**src/rtl/rms_pkg.sv**
```systemverilog
// Shared types and width helpers for the RMS datapath.
package rms_pkg;

   typedef enum logic [0:0] {ST_ACC, ST_LAST} rms_state_e;

   function automatic int sq_w(input int data_w);
      return 2 * data_w;
   endfunction

   function automatic int acc_w(input int data_w, input int log2_n);
      return 2 * data_w + log2_n;
   endfunction

endpackage

```
**src/rtl/rms_mean_square_acc_if.sv**
```systemverilog
// Sample input and mean-square result handshake of the accumulator.
interface rms_mean_square_acc_if
   import rms_pkg::*;
#(
   parameter int DATA_W = 8
);
   logic                      in_valid;
   logic [DATA_W-1:0]         in_data;
   logic                      mean_valid;
   logic                      mean_ready;
   logic [sq_w(DATA_W)-1:0]   mean_sq;
   logic                      overrun;

   modport master (output in_valid, in_data, mean_ready,
                   input  mean_valid, mean_sq, overrun);
   modport slave  (input  in_valid, in_data, mean_ready,
                   output mean_valid, mean_sq, overrun);
endinterface

```
**src/rtl/rms_square_stage.sv**
```systemverilog
// Registered squarer: zero- or sign-extends the sample and squares it in one stage.
module rms_square_stage
   import rms_pkg::*;
#(
   parameter int DATA_W  = 8,
   parameter int TC_MODE = 0
) (
   input  logic                    clk,
   input  logic                    rst_n,
   input  logic                    clr,
   input  logic                    in_valid,
   input  logic [DATA_W-1:0]       in_data,
   output logic                    sq_vld,
   output logic [sq_w(DATA_W)-1:0] sq_reg
);
   localparam int SQ_W = sq_w(DATA_W);

   logic [SQ_W-1:0] ext;
   logic [SQ_W-1:0] sq_reg_d, sq_reg_q;
   logic            sq_vld_d, sq_vld_q;

   // The low 2*DATA_W bits of the extended product are exact, since any square fits.
   always_comb begin
      if (TC_MODE != 0) ext = {{DATA_W{in_data[DATA_W-1]}}, in_data};
      else              ext = {{DATA_W{1'b0}}, in_data};
      sq_reg_d = in_valid ? ext * ext : sq_reg_q;
      sq_vld_d = in_valid & ~clr;
   end

   always_ff @(posedge clk) begin
      if (!rst_n) begin
         sq_reg_q <= '0;
         sq_vld_q <= 1'b0;
      end else begin
         sq_reg_q <= sq_reg_d;
         sq_vld_q <= sq_vld_d;
      end
   end

   assign sq_reg = sq_reg_q;
   assign sq_vld = sq_vld_q;
endmodule

```
**src/rtl/rms_mean_square_acc.sv**
```systemverilog
// Block-windowed mean-square accumulator: sums 2**LOG2_N squared samples, holds the mean.
// Define RMS_ACC_ROUND_EN for round-half-up instead of truncation.
module rms_mean_square_acc
   import rms_pkg::*;
#(
   parameter int DATA_W  = 8,
   parameter int LOG2_N  = 2,
   parameter int TC_MODE = 0
) (
   input  logic                      clk,
   input  logic                      rst_n,
   input  logic                      clr,
   rms_mean_square_acc_if.slave      bus
);
   localparam int SQ_W  = sq_w(DATA_W);
   localparam int ACC_W = acc_w(DATA_W, LOG2_N);

   localparam logic [0:0]        S_ACC    = ST_ACC;
   localparam logic [0:0]        S_LAST   = ST_LAST;
   localparam logic [LOG2_N-1:0] CNT_LAST = '1;
   localparam logic [LOG2_N-1:0] CNT_ONE  = LOG2_N'(1);
`ifdef RMS_ACC_ROUND_EN
   localparam logic [ACC_W-1:0]  RND = {{(ACC_W-1){1'b0}}, 1'b1} << (LOG2_N-1);
`else
   localparam logic [ACC_W-1:0]  RND = '0;
`endif

   logic              sq_vld;
   logic [SQ_W-1:0]   sq_reg;

   logic [0:0]        state_d, state_q;
   logic [ACC_W-1:0]  acc_d, acc_q;
   logic [LOG2_N-1:0] cnt_d, cnt_q;
   logic              mean_valid_d, mean_valid_q;
   logic [SQ_W-1:0]   mean_sq_d, mean_sq_q;
   logic              overrun_d, overrun_q;
   logic [ACC_W-1:0]  rnd_sum;
   logic [ACC_W-1:0]  sq_ext;

   rms_square_stage #(
      .DATA_W  (DATA_W),
      .TC_MODE (TC_MODE)
   ) u_square (
      .clk      (clk),
      .rst_n    (rst_n),
      .clr      (clr),
      .in_valid (bus.in_valid),
      .in_data  (bus.in_data),
      .sq_vld   (sq_vld),
      .sq_reg   (sq_reg)
   );

   assign sq_ext  = {{LOG2_N{1'b0}}, sq_reg};
   assign rnd_sum = acc_q + RND;

   always_comb begin
      state_d      = state_q;
      acc_d        = acc_q;
      cnt_d        = cnt_q;
      mean_valid_d = mean_valid_q;
      mean_sq_d    = mean_sq_q;
      overrun_d    = overrun_q;

      if (mean_valid_q && bus.mean_ready) mean_valid_d = 1'b0;

      if (clr) begin
         acc_d   = '0;
         cnt_d   = '0;
         state_d = S_ACC;
      end else if (state_q == S_LAST) begin
         mean_sq_d    = rnd_sum[LOG2_N +: SQ_W];
         mean_valid_d = 1'b1;
         if (mean_valid_q && !bus.mean_ready) overrun_d = 1'b1;
         // A sample landing here opens the next window so nothing is lost.
         acc_d   = sq_vld ? sq_ext  : '0;
         cnt_d   = sq_vld ? CNT_ONE : '0;
         state_d = S_ACC;
      end else if (sq_vld) begin
         acc_d = acc_q + sq_ext;
         cnt_d = cnt_q + CNT_ONE;
         if (cnt_q == CNT_LAST) state_d = S_LAST;
      end
   end

   always_ff @(posedge clk) begin
      if (!rst_n) begin
         state_q      <= S_ACC;
         acc_q        <= '0;
         cnt_q        <= '0;
         mean_valid_q <= 1'b0;
         mean_sq_q    <= '0;
         overrun_q    <= 1'b0;
      end else begin
         state_q      <= state_d;
         acc_q        <= acc_d;
         cnt_q        <= cnt_d;
         mean_valid_q <= mean_valid_d;
         mean_sq_q    <= mean_sq_d;
         overrun_q    <= overrun_d;
      end
   end

   assign bus.mean_valid = mean_valid_q;
   assign bus.mean_sq    = mean_sq_q;
   assign bus.overrun    = overrun_q;
endmodule

```
**src/flat_wrapper.sv**
```systemverilog
// flat-port wrapper written by rule: the top's interface ports become plain ports
module rms_mean_square_acc_flat import rms_pkg::*;
#(
   parameter int DATA_W  = 8,
   parameter int LOG2_N  = 2,
   parameter int TC_MODE = 0
)
  (clk, rst_n, clr, bus_in_valid, bus_in_data, bus_mean_ready, bus_mean_valid, bus_mean_sq, bus_overrun);
  rms_mean_square_acc_if #(.DATA_W(DATA_W)) bus_i ();
  input  logic clk;
  input  logic rst_n;
  input  logic clr;
  input wire logic [$bits(bus_i.in_valid)-1:0] bus_in_valid;
  input wire logic [$bits(bus_i.in_data)-1:0] bus_in_data;
  input wire logic [$bits(bus_i.mean_ready)-1:0] bus_mean_ready;
  output wire logic [$bits(bus_i.mean_valid)-1:0] bus_mean_valid;
  output wire logic [$bits(bus_i.mean_sq)-1:0] bus_mean_sq;
  output wire logic [$bits(bus_i.overrun)-1:0] bus_overrun;
  assign bus_i.in_valid = bus_in_valid;
  assign bus_i.in_data = bus_in_data;
  assign bus_i.mean_ready = bus_mean_ready;
  assign bus_mean_valid = bus_i.mean_valid;
  assign bus_mean_sq = bus_i.mean_sq;
  assign bus_overrun = bus_i.overrun;
  rms_mean_square_acc #(.DATA_W(DATA_W), .LOG2_N(LOG2_N), .TC_MODE(TC_MODE)) u_core (.clk(clk), .rst_n(rst_n), .clr(clr), .bus(bus_i));
endmodule
```
**config.mk**
```make
export PLATFORM = sky130hd
export DESIGN_NAME = rms_mean_square_acc_flat
export DESIGN_NICKNAME = d
export VERILOG_FILES = /design/src/rtl/rms_pkg.sv /design/src/rtl/rms_mean_square_acc_if.sv /design/src/rtl/rms_square_stage.sv /design/src/rtl/rms_mean_square_acc.sv /design/src/flat_wrapper.sv
export SDC_FILE = /design/constraint.sdc
export NUM_CORES = 1
export LEC_CHECK = 0
export BUFFER_PORTS_ARGS = -buffer_cell sky130_fd_sc_hd__buf_2
export CORE_MARGIN = 2
export CORE_UTILIZATION = 30
export DETAILED_ROUTE_END_ITERATION = 10
export HOLD_SLACK_MARGIN = 0.02
export PLACE_DENSITY_LB_ADDON = 0.2
export SYNTH_ARGS = -nofsm -noshare
export SYNTH_HDL_FRONTEND = slang
export SYNTH_SLANG_ARGS = --single-unit
```
**constraint.sdc**
```tcl
create_clock -name clk -period 6.4 [get_ports clk]
set_input_delay 0.96 -clock clk [delete_from_list [all_inputs] [get_ports clk]]
set_output_delay 0.96 -clock clk [all_outputs]
set_load 0.02 [all_outputs]
```
==> results of run 1 <==
## layout by cell type, fill, tap and decap left out, types with 15 or more instances in the layout
| cell | Yosys | layout |
|---|---|---|
| sky130_fd_sc_hd__inv_1 | 38 | 38 |
| sky130_fd_sc_hd__ha_1 | 46 | 46 |
| sky130_fd_sc_hd__o21ai_0 | 18 | 18 |
| sky130_fd_sc_hd__a21boi_0 | 19 | 19 |
| sky130_fd_sc_hd__fa_1 | 25 | 25 |
| sky130_fd_sc_hd__dfxtp_1 | 55 | 55 |
| sky130_fd_sc_hd__a21oi_1 | 23 | 23 |
| sky130_fd_sc_hd__xnor2_1 | 15 | 15 |
| sky130_fd_sc_hd__nand2_1 | 60 | 60 |
| sky130_fd_sc_hd__buf_2 | 1 | 30 |
| sky130_fd_sc_hd__and2_1 | 26 | 26 |
| sky130_fd_sc_hd__nor2_1 | 33 | 33 |
## worst paths after layout
check / slack [ns] / depth (start not counted) / to
setup reg to reg: 3.96 / 7 / u_core.acc_q[17]
setup / recovery: 1.61 / 16 / u_core.u_square.sq_reg[15]
hold / removal: 0.46 / 2 / u_core.bus.mean_sq[2]
hold reg to reg: 0.46 / 2 / u_core.bus.mean_sq[2]
## worst max-delay path, cell delays in order
cell and delay, ns:
sky130_fd_sc_hd__buf_2 0.16, sky130_fd_sc_hd__inv_1 0.11, sky130_fd_sc_hd__nor2_1 0.21, sky130_fd_sc_hd__fa_1 0.48
sky130_fd_sc_hd__fa_1 0.54, sky130_fd_sc_hd__inv_1 0.05, sky130_fd_sc_hd__fa_1 0.50, sky130_fd_sc_hd__fa_1 0.54
sky130_fd_sc_hd__inv_1 0.04, sky130_fd_sc_hd__ha_1 0.35, sky130_fd_sc_hd__a21oi_1 0.16, sky130_fd_sc_hd__o21ai_0 0.10
sky130_fd_sc_hd__a41o_1 0.23, sky130_fd_sc_hd__a41oi_1 0.27, sky130_fd_sc_hd__nand3_1 0.11, sky130_fd_sc_hd__o2111a_1 0.15
## power by group through the flow
stage / clock, mW / combinational, mW / sequential [mW]
final: 0.301 / 0.506 / 0.392
after floorplan: 0 / 0.415 / 0.388
after global placement: 0 / 0.500 / 0.397
after detailed placement: 0 / 0.510 / 0.398
after global routing: 0.323 / 0.593 / 0.395
after CTS: 0.310 / 0.514 / 0.391
## final cells by class
class,instances,area share
multi-input combinational,404,0.638
timing repair buffer,30,0.0304
tap,184,0.0467
clock inverter,1,0.00609
clock buffer,6,0.0261
inverter,39,0.0297
sequential,55,0.223
## cell families after synthesis
kind of cell / synth area share
adders and majority gates: 0.241
DFF: 0.246
AOI/OAI and AO/OA: 0.204
and+or+nand+nor: 0.181
muxes: 0.0291
buffers and inverters: 0.0498
xor gates and xnor gates: 0.0490
## synthesized netlist by cell type, types with 3 or more instances
master                     instances
sky130_fd_sc_hd__a211o_1           4
sky130_fd_sc_hd__a211oi_1          5
sky130_fd_sc_hd__a21boi_0         19
sky130_fd_sc_hd__a21o_1           11
sky130_fd_sc_hd__a21oi_1          23
sky130_fd_sc_hd__a22oi_1           7
sky130_fd_sc_hd__a31o_2            3
sky130_fd_sc_hd__a31oi_1           4
sky130_fd_sc_hd__and2_1           26
sky130_fd_sc_hd__and3_1            6
sky130_fd_sc_hd__clkbuf_1         18
sky130_fd_sc_hd__dfxtp_1          55
sky130_fd_sc_hd__fa_1             25
sky130_fd_sc_hd__ha_1             46
sky130_fd_sc_hd__inv_1            38
sky130_fd_sc_hd__mux2i_1          13
sky130_fd_sc_hd__nand2_1          60
sky130_fd_sc_hd__nand2b_1          6
sky130_fd_sc_hd__nand3_1          10
sky130_fd_sc_hd__nand3b_1          5
sky130_fd_sc_hd__nand4_1           3
sky130_fd_sc_hd__nor2_1           33
sky130_fd_sc_hd__nor2b_1          11
sky130_fd_sc_hd__nor3_1            4
sky130_fd_sc_hd__o211ai_1          3
sky130_fd_sc_hd__o21a_1            6
sky130_fd_sc_hd__o21ai_0          18
sky130_fd_sc_hd__o21bai_1          3
sky130_fd_sc_hd__o22ai_1           6
sky130_fd_sc_hd__xnor2_1          15
sky130_fd_sc_hd__xor2_1           10
## metrics by stage
stage / worst slack [ns] / cells / instance area (um^2)
5_1_grt: 1.30 / 719 / 4930
4_1_cts: 1.60 / 719 / 4930
2_1_floorplan: 1.53 / 518 / 4470
6_report: 1.61 / 719 / 4930
3_5_place_dp: 1.30 / 712 / 4770
3_3_place_gp: 1.40 / 712 / 4770
## metal layers
layer / up-vias / global-route usage / part of all wire
li1: 1828 / - / -
met1: 1630 / 0.174 / 0.50
met2: 60 / 0.216 / 0.46
met3: 7 / 0.0166 / 0.040
met4: 0 / 0.0226 / 0.0071
met5: - / 0 / 0
==> load_flow_metrics.sql, run 1 <==
INSERT INTO impl_metrics (metric_group, metric, value, unit) VALUES
('outcome', 'run_status', 'finished, final reports clean', ''),
('global_routing', 'antenna_found_initial', '0', ''),
('sta', 'finalHoldViolations', '0', ''),
('synthesis', 'post_synth_num_cell_types', '51', ''),
('power', 'pwr-share-comb', '0.422', ''),
('flow_run', 'timing.max_cap.violations', '0', ''),
('global_routing', 'grt_util_all_layers', '0.127', ''),
('drt', 'drtAntennaViolNets', '0', ''),
('setup_path', 'critical_path_peak_fanout', '8', ''),
('global_routing', 'global_route.overflow_total', '0', ''),
('power', 'total_switching_power', '0.430', 'mW'),
('setup_path', 'worstReg2RegStart', 'u_core.acc_q[10]', ''),
('sta', 'setup_viol', '0', ''),
('cells_and_area', 'antenna_cells', '0', ''),
('clock_network', 'root_buffer', 'sky130_fd_sc_hd__clkbuf_16', ''),
('global_routing', 'number_of_global_route_vias_before_repair', '3463', ''),
('global_routing', 'grt_max_degree', '43', ''),
('cells_and_area', 'total_number_of_nets_in_the_final_design', '619', ''),
('clock_network', 'clock_transition_at_the_register_clock_pins_on_the_worst_setup_and_hold_paths_after_cts', '0.07', 'ns'),
('synthesis', 'yosys_warnings', '0', ''),
('synthesis', 'asyncSetResetFlopFracSynth', '0', ''),
('clock_network', 'post_cts_resized', '0', ''),
('clock_network', 'tritoncts', 'yes', ''),
('synthesis', 'mappedNetlistArea', '4470', 'um^2'),
('power', 'clock_power_share', '0.251', ''),
('power', 'switching_share', '0.359', ''),
('global_routing', 'grt_first_pass_wirelength', '17.0', 'mm'),
('hold_path', 'min-delay-path-class', 'register to register', ''),
('sta', 'rsz0062_at_grt', 'false', ''),
('drt', 'drt_first_iter_violations', '192', ''),
('power', 'power_per_cell_area', '243', 'nW/um^2'),
('sta', 'finalHoldWorstSlack', '0.459', 'ns'),
('die', 'initial_utilization', '0.307', ''),
('die', 'die_y', '126', 'um'),
('cells_and_area', 'drive_gt1_frac', '0.0841', ''),
('clock_network', 'numCtsBuffers', '5', ''),
('synthesis', 'synth_flop_cell', 'sky130_fd_sc_hd__dfxtp_1', ''),
('placement', 'gp_congestion', '0.853', ''),
('drt', 'postRouteWirelength', '9.70', 'mm'),
('synthesis', 'postSynthCellCount', '518', ''),
('drt', 'dr.pass1.iters', '4', ''),
('clock_network', 'clock_path_buffers', '2', ''),
('synthesis', 'postSynthRegisterBits', '55', ''),
('setup_path', 'critPathCaptureType', 'register', ''),
('power', 'vdd_drop_max', '0.142', 'mV'),
('power', 'power', '1.20', 'mW'),
('sta', 'tightest_slew', '0.988', 'ns'),
('setup_path', 'setup_crit_start_kind', 'primary input', ''),
('cells_and_area', 'area_growth', '10.4', '%'),
('sta', 'slew_headroom', '0.340', ''),
('sta', 'final.setup_skew', '0.00404', 'ns'),
('setup_path', 'crit_required', '6.58', 'ns'),
('synthesis', 'post-synth-top-area-fraction', '0.246', ''),
('synthesis', 'mappedNetlistNets', '602', ''),
('die', 'floorplan.die_area', '15900', 'um^2'),
('power', 'internal_power', '0.768', 'mW'),
('sta', 'final_min_period_over_clock_period', '0.748', ''),
('setup_path', 'critical_path.startpoint', 'bus_in_data[5]', ''),
('cells_and_area', 'postLayoutCoreUtil', '0.339', ''),
('drt', 'routed_wire_length_per_instance', '13.5', 'um'),
('sta', 'clock.fmax', '209', 'MHz'),
('clock_network', 'post_cts_hold_buffer_count', '0', ''),
('die', 'die_w', '126', 'um'),
('synthesis', 'synth_largest_area_cell', 'sky130_fd_sc_hd__dfxtp_1', ''),
('clock_network', 'post-cts-setup-buffer-count', '0', ''),
('cells_and_area', 'register_area', '1100', 'um^2'),
('setup_path', 'critical_path_class', 'primary input to register', ''),
('synthesis', 'synth_enable_flop_cells', '0', ''),
('die', 'floorplan.rows', '44', ''),
('synthesis', 'synth-seq-area-share', '0.246', ''),
('drt', 'avgViaCountPerCell', '4.90', '');
Power figures use the tool's default switching activity.
==> run 2, diff against run 1 <==
- ABC_AREA: not set -> 1
- clock period: 6.4 -> 3.96 ns (I/O delays scaled with it)
==> run 2 against run 1 <==
Compared with the run above:
- count of clock-buffer cells in the layout is the same
- final cell count grew 36%
- global-route usage is 2.0 points higher
- critical path depth grew 1
- critical endpoint is now u_core.u_square.sq_reg[9]
- die area rose by 7.0%
- largest cell class unchanged
- synthesized cell count rose by 38%
- design area rose by 15%
- register-to-register slack worse by 2.3 ns
==> load_flow_metrics.sql, run 2 <==
INSERT INTO impl_metrics (metric_group, metric, value, unit) VALUES
('outcome', 'run_status', 'finished, final reports clean', ''),
('placement', 'postPlaceCellArea', '5420', 'um^2'),
('setup_path', 'cp_cell_sequence', 'buf_4 > nand2_1 > inv_2 > fa_1 > fa_1 > inv_1 > fa_1 > fa_1 > inv_1 > ha_4 > a21oi_4 > a21boi_4 > buf_4 > or2_1 > nand3_1 > o211ai_1 > inv_1', ''),
('power', 'power.static_leakage', '3.09', 'nW'),
('clock_network', 'cts_htree_levels', '2', ''),
('synthesis', 'ys_top_cells_by_count', 'sky130_fd_sc_hd__nand2_1, sky130_fd_sc_hd__inv_1, sky130_fd_sc_hd__nor2_1, sky130_fd_sc_hd__a21oi_1, sky130_fd_sc_hd__dfxtp_1', ''),
('synthesis', 'dominant_combinational_cell_family_by_area_after_synthesis', 'simple AND/OR/NAND/NOR gates', ''),
('synthesis', 'post-synth-top-area-fraction', '0.230', ''),
('setup_path', 'critical_path.startpoint', 'bus_in_data[2]', ''),
('die', 'initial_utilization', '0.304', ''),
('drt', 'drt_first_iter_violations', '196', ''),
('drt', 'dr_total_vias', '4243', ''),
('die', 'core', '15800', 'um^2'),
('cells_and_area', 'postLayoutCoreUtil', '0.359', ''),
('setup_path', 'worstRegToRegCells', '6', ''),
('sta', 'finalHoldWorstSlack', '0.474', 'ns'),
('setup_path', 'worstReg2RegStart', 'u_core.state_q', ''),
('setup_path', 'flop_to_flop_setup_slack', '1.68', 'ns'),
('clock_network', 'clock_latency', '0.30', 'ns'),
('clock_network', 'cts.sinks', '55', ''),
('sta', 'setup_viol', '0', ''),
('clock_network', 'clock_transition_at_the_register_clock_pins_on_the_worst_setup_and_hold_paths_after_cts', '0.07', 'ns'),
('setup_path', 'critPathCapture', 'u_core.u_square.sq_reg[9]', ''),
('sta', 'setup_total_negative_slack', '0', 'ns'),
('die', 'top_level_ports', '31', ''),
('sta', 'tightest_slew', '0.853', 'ns'),
('placement', 'detailed_place_hpwl', '9.27', 'mm'),
('synthesis', 'synth_largest_area_cell', 'sky130_fd_sc_hd__dfxtp_1', ''),
('setup_path', 'cpPeakStageDelay', '0.54', 'ns'),
('global_routing', 'grt_use_met1', '0.187', ''),
('flow_run', 'timing.max_cap.violations', '0', ''),
('synthesis', 'synth_adder_area_share', '0.225', ''),
('power', 'power', '2.26', 'mW'),
('global_routing', 'global_route.overflow_total', '0', ''),
('die', 'floorplan.rows', '46', ''),
('sta', 'clock.fmax', '262', 'MHz'),
('global_routing', 'globalRouteMet2Util', '0.269', ''),
('global_routing', 'antenna_found_initial', '0', ''),
('setup_path', 'setup_crit_start_kind', 'primary input', ''),
('hold_path', 'whs_path_depth', '2', ''),
('setup_path', 'critical_path_class', 'primary input to register', ''),
('setup_path', 'timing.critical_path.slowest_stage_cell', 'sky130_fd_sc_hd__fa_1', ''),
('drt', 'dr.pass1.iters', '5', ''),
('die', 'die_w', '130', 'um'),
('synthesis', 'synth.area.mux_share', '0', ''),
('cells_and_area', 'drive_gt1_frac', '0.157', ''),
('sta', 'clock_period_minus_final_worst_setup_slack', '3.82', 'ns'),
('setup_path', 'worst_r2r_endpoint', 'u_core.bus.mean_sq[15]', ''),
('power', 'vdd_drop_max', '0.163', 'mV'),
('sta', 'final_min_period_over_clock_period', '0.964', ''),
('global_routing', 'grt.busiest_layer', 'met2', ''),
('clock_network', 'numCtsBuffers', '5', ''),
('synthesis', 'synth_enable_flop_cells', '0', ''),
('synthesis', 'mappedNetlistArea', '4790', 'um^2'),
('setup_path', 'crit_required', '4.16', 'ns'),
('synthesis', 'mappedNetlistNets', '799', ''),
('cells_and_area', 'total_number_of_nets_in_the_final_design', '848', ''),
('sta', 'finalHoldViolations', '0', ''),
('power', 'power_per_cell_area', '399', 'nW/um^2'),
('die', 'die_y', '130', 'um'),
('sta', 'rsz0062_at_grt', 'true', ''),
('clock_network', 'tritoncts', 'yes', ''),
('cells_and_area', 'antenna_cells', '0', ''),
('synthesis', 'asyncSetResetFlopFracSynth', '0', ''),
('drt', 'drtAntennaViolNets', '0', ''),
('synthesis', 'synth_flop_cell', 'sky130_fd_sc_hd__dfxtp_1', ''),
('clock_network', 'root_buffer', 'sky130_fd_sc_hd__clkbuf_16', ''),
('setup_path', 'worst_ep_arrival_time', '4.01', 'ns'),
('global_routing', 'number_of_global_route_vias_before_repair', '4315', ''),
('synthesis', 'synth_area_leaders', 'sky130_fd_sc_hd__dfxtp_1, sky130_fd_sc_hd__nand2_1, sky130_fd_sc_hd__ha_1', ''),
('cells_and_area', 'finalInstanceArea', '5660', 'um^2'),
('sta', 'slew_headroom', '0.431', ''),
('synthesis', 'postSynthCellCount', '715', ''),
('synthesis', 'syn-mean-instance-area', '6.70', 'um^2'),
('drt', 'routed_wire_length_per_instance', '11.8', 'um'),
('drt', 'route.detailed.drc', '0', ''),
('cells_and_area', 'largest_register_ff_count', '18', ''),
('setup_path', 'cpMostUsedCell', 'sky130_fd_sc_hd__fa_1', ''),
('synthesis', 'synth-seq-area-share', '0.230', ''),
('global_routing', 'grt_first_pass_wirelength', '20.1', 'mm'),
('synthesis', 'post_synth_num_cell_types', '38', ''),
('placement', 'io_buffers', '30', ''),
('synthesis', 'yosys_warnings', '0', ''),
('clock_network', 'post_cts_hold_buffer_count', '0', ''),
('synthesis', 'yosys.area_share.xor_xnor', '0.0274', ''),
('setup_path', 'critPathCaptureType', 'register', ''),
('global_routing', 'globalRouteMet3Util', '0.0138', ''),
('hold_path', 'min-delay-path-class', 'register to register', ''),
('drt', 'avgViaCountPerCell', '4.33', ''),
('sta', 'final.setup_skew', '0.00478', 'ns'),
('global_routing', 'grt_max_degree', '25', ''),
('die', 'floorplan.die_area', '17000', 'um^2'),
('cells_and_area', 'area_growth', '18.1', '%'),
('drt', 'postRouteWirelength', '11.6', 'mm'),
('synthesis', 'synthSimpleGateAreaFrac', '0.256', ''),
('clock_network', 'clock_path_buffers', '2', ''),
('setup_path', 'critical_path_peak_fanout', '5', ''),
('synthesis', 'yosys.cell_count.top_type', 'sky130_fd_sc_hd__nand2_1', ''),
('synthesis', 'postSynthRegisterBits', '55', ''),
('global_routing', 'grt_util_all_layers', '0.147', ''),
('placement', 'gp_congestion', '0.840', ''),
('synthesis', 'synth_compound_area_frac', '0.134', ''),
('cells_and_area', 'mostFrequentLayoutCells', 'sky130_fd_sc_hd__nand2_1, sky130_fd_sc_hd__inv_1, sky130_fd_sc_hd__nor2_1, sky130_fd_sc_hd__dfxtp_1, sky130_fd_sc_hd__a21oi_1', ''),
('sta', 'count_of_final_max_slew_check_failures', '0', ''),
('cells_and_area', 'mostFrequentLayoutCell', 'sky130_fd_sc_hd__nand2_1', '');
-- run 2: worst max-delay path, delay by kind of cell --
kind / cells / cell delay [ns]
buffers and inverters: 6 / 0.47
adder cells (fa/ha/maj): 5 / 2.25
AO/OA/AOI/OAI: 3 / 0.48
AND/OR/NAND/NOR: 3 / 0.21
-- run 2: area by class of cell --
class                   count  area, um^2
clock inverters             2        13.8
repair buffers             67         438
flip-flops and latches     55        1100
fillers                  1769       10100
multi-input cells         500        3190
well taps                 216         270
inverters                 135         507
clock buffers               6         139
-- run 2: through the flow --
stage / cells / setup slack [ns]
after floorplan: 715 / -0.0137
after global placement: 971 / -0.233
after detailed placement: 971 / -0.251
after CTS: 979 / 0.0623
after global routing: 981 / 0.00485
final: 981 / 0.141
-- run 2: repair_timing --
item | CTS | global route
setup endpoints to repair | 0 | 7
resized for setup | 0 | 25
buffers inserted | 0 | 2
-- run 2: where the power goes --
| part | total (mW) | internal [mW] | switching [mW] |
|---|---|---|---|
| combinational | 1.18 | 0.543 | 0.639 |
| clock | 0.465 | 0.254 | 0.211 |
| sequential | 0.614 | 0.587 | 0.0268 |
| total | 2.26 | 1.38 | 0.877 |
-- run 2: logic make-up after synthesis --
family | Yosys count
adders and majority gates | 71
buffers and inverters | 160
and+or+nand+nor | 295
AOI/OAI and AO/OA | 119
xor gates and xnor gates | 15
DFF | 55
-- run 2: per-layer routing --
metal	share of wire	up-vias	routed length, um
li1	-	2321	-
met1	0.48	1874	5550
met2	0.49	39	5650
met3	0.018	9	212
met4	0.014	0	159
met5	0	-	0
-- run 2: worst min path at each step --
stage                     slack [ns]            endpoint                from
after global routing            0.50  u_core.bus.overrun  u_core.bus.overrun
final                           0.47  u_core.bus.overrun  u_core.bus.overrun
after global placement          0.46     u_core.cnt_q[1]     u_core.cnt_q[1]
after detailed placement        0.47     u_core.cnt_q[1]     u_core.cnt_q[1]
after CTS                       0.48     u_core.cnt_q[1]     u_core.cnt_q[1]
after floorplan                 0.44     u_core.cnt_q[1]     u_core.cnt_q[1]
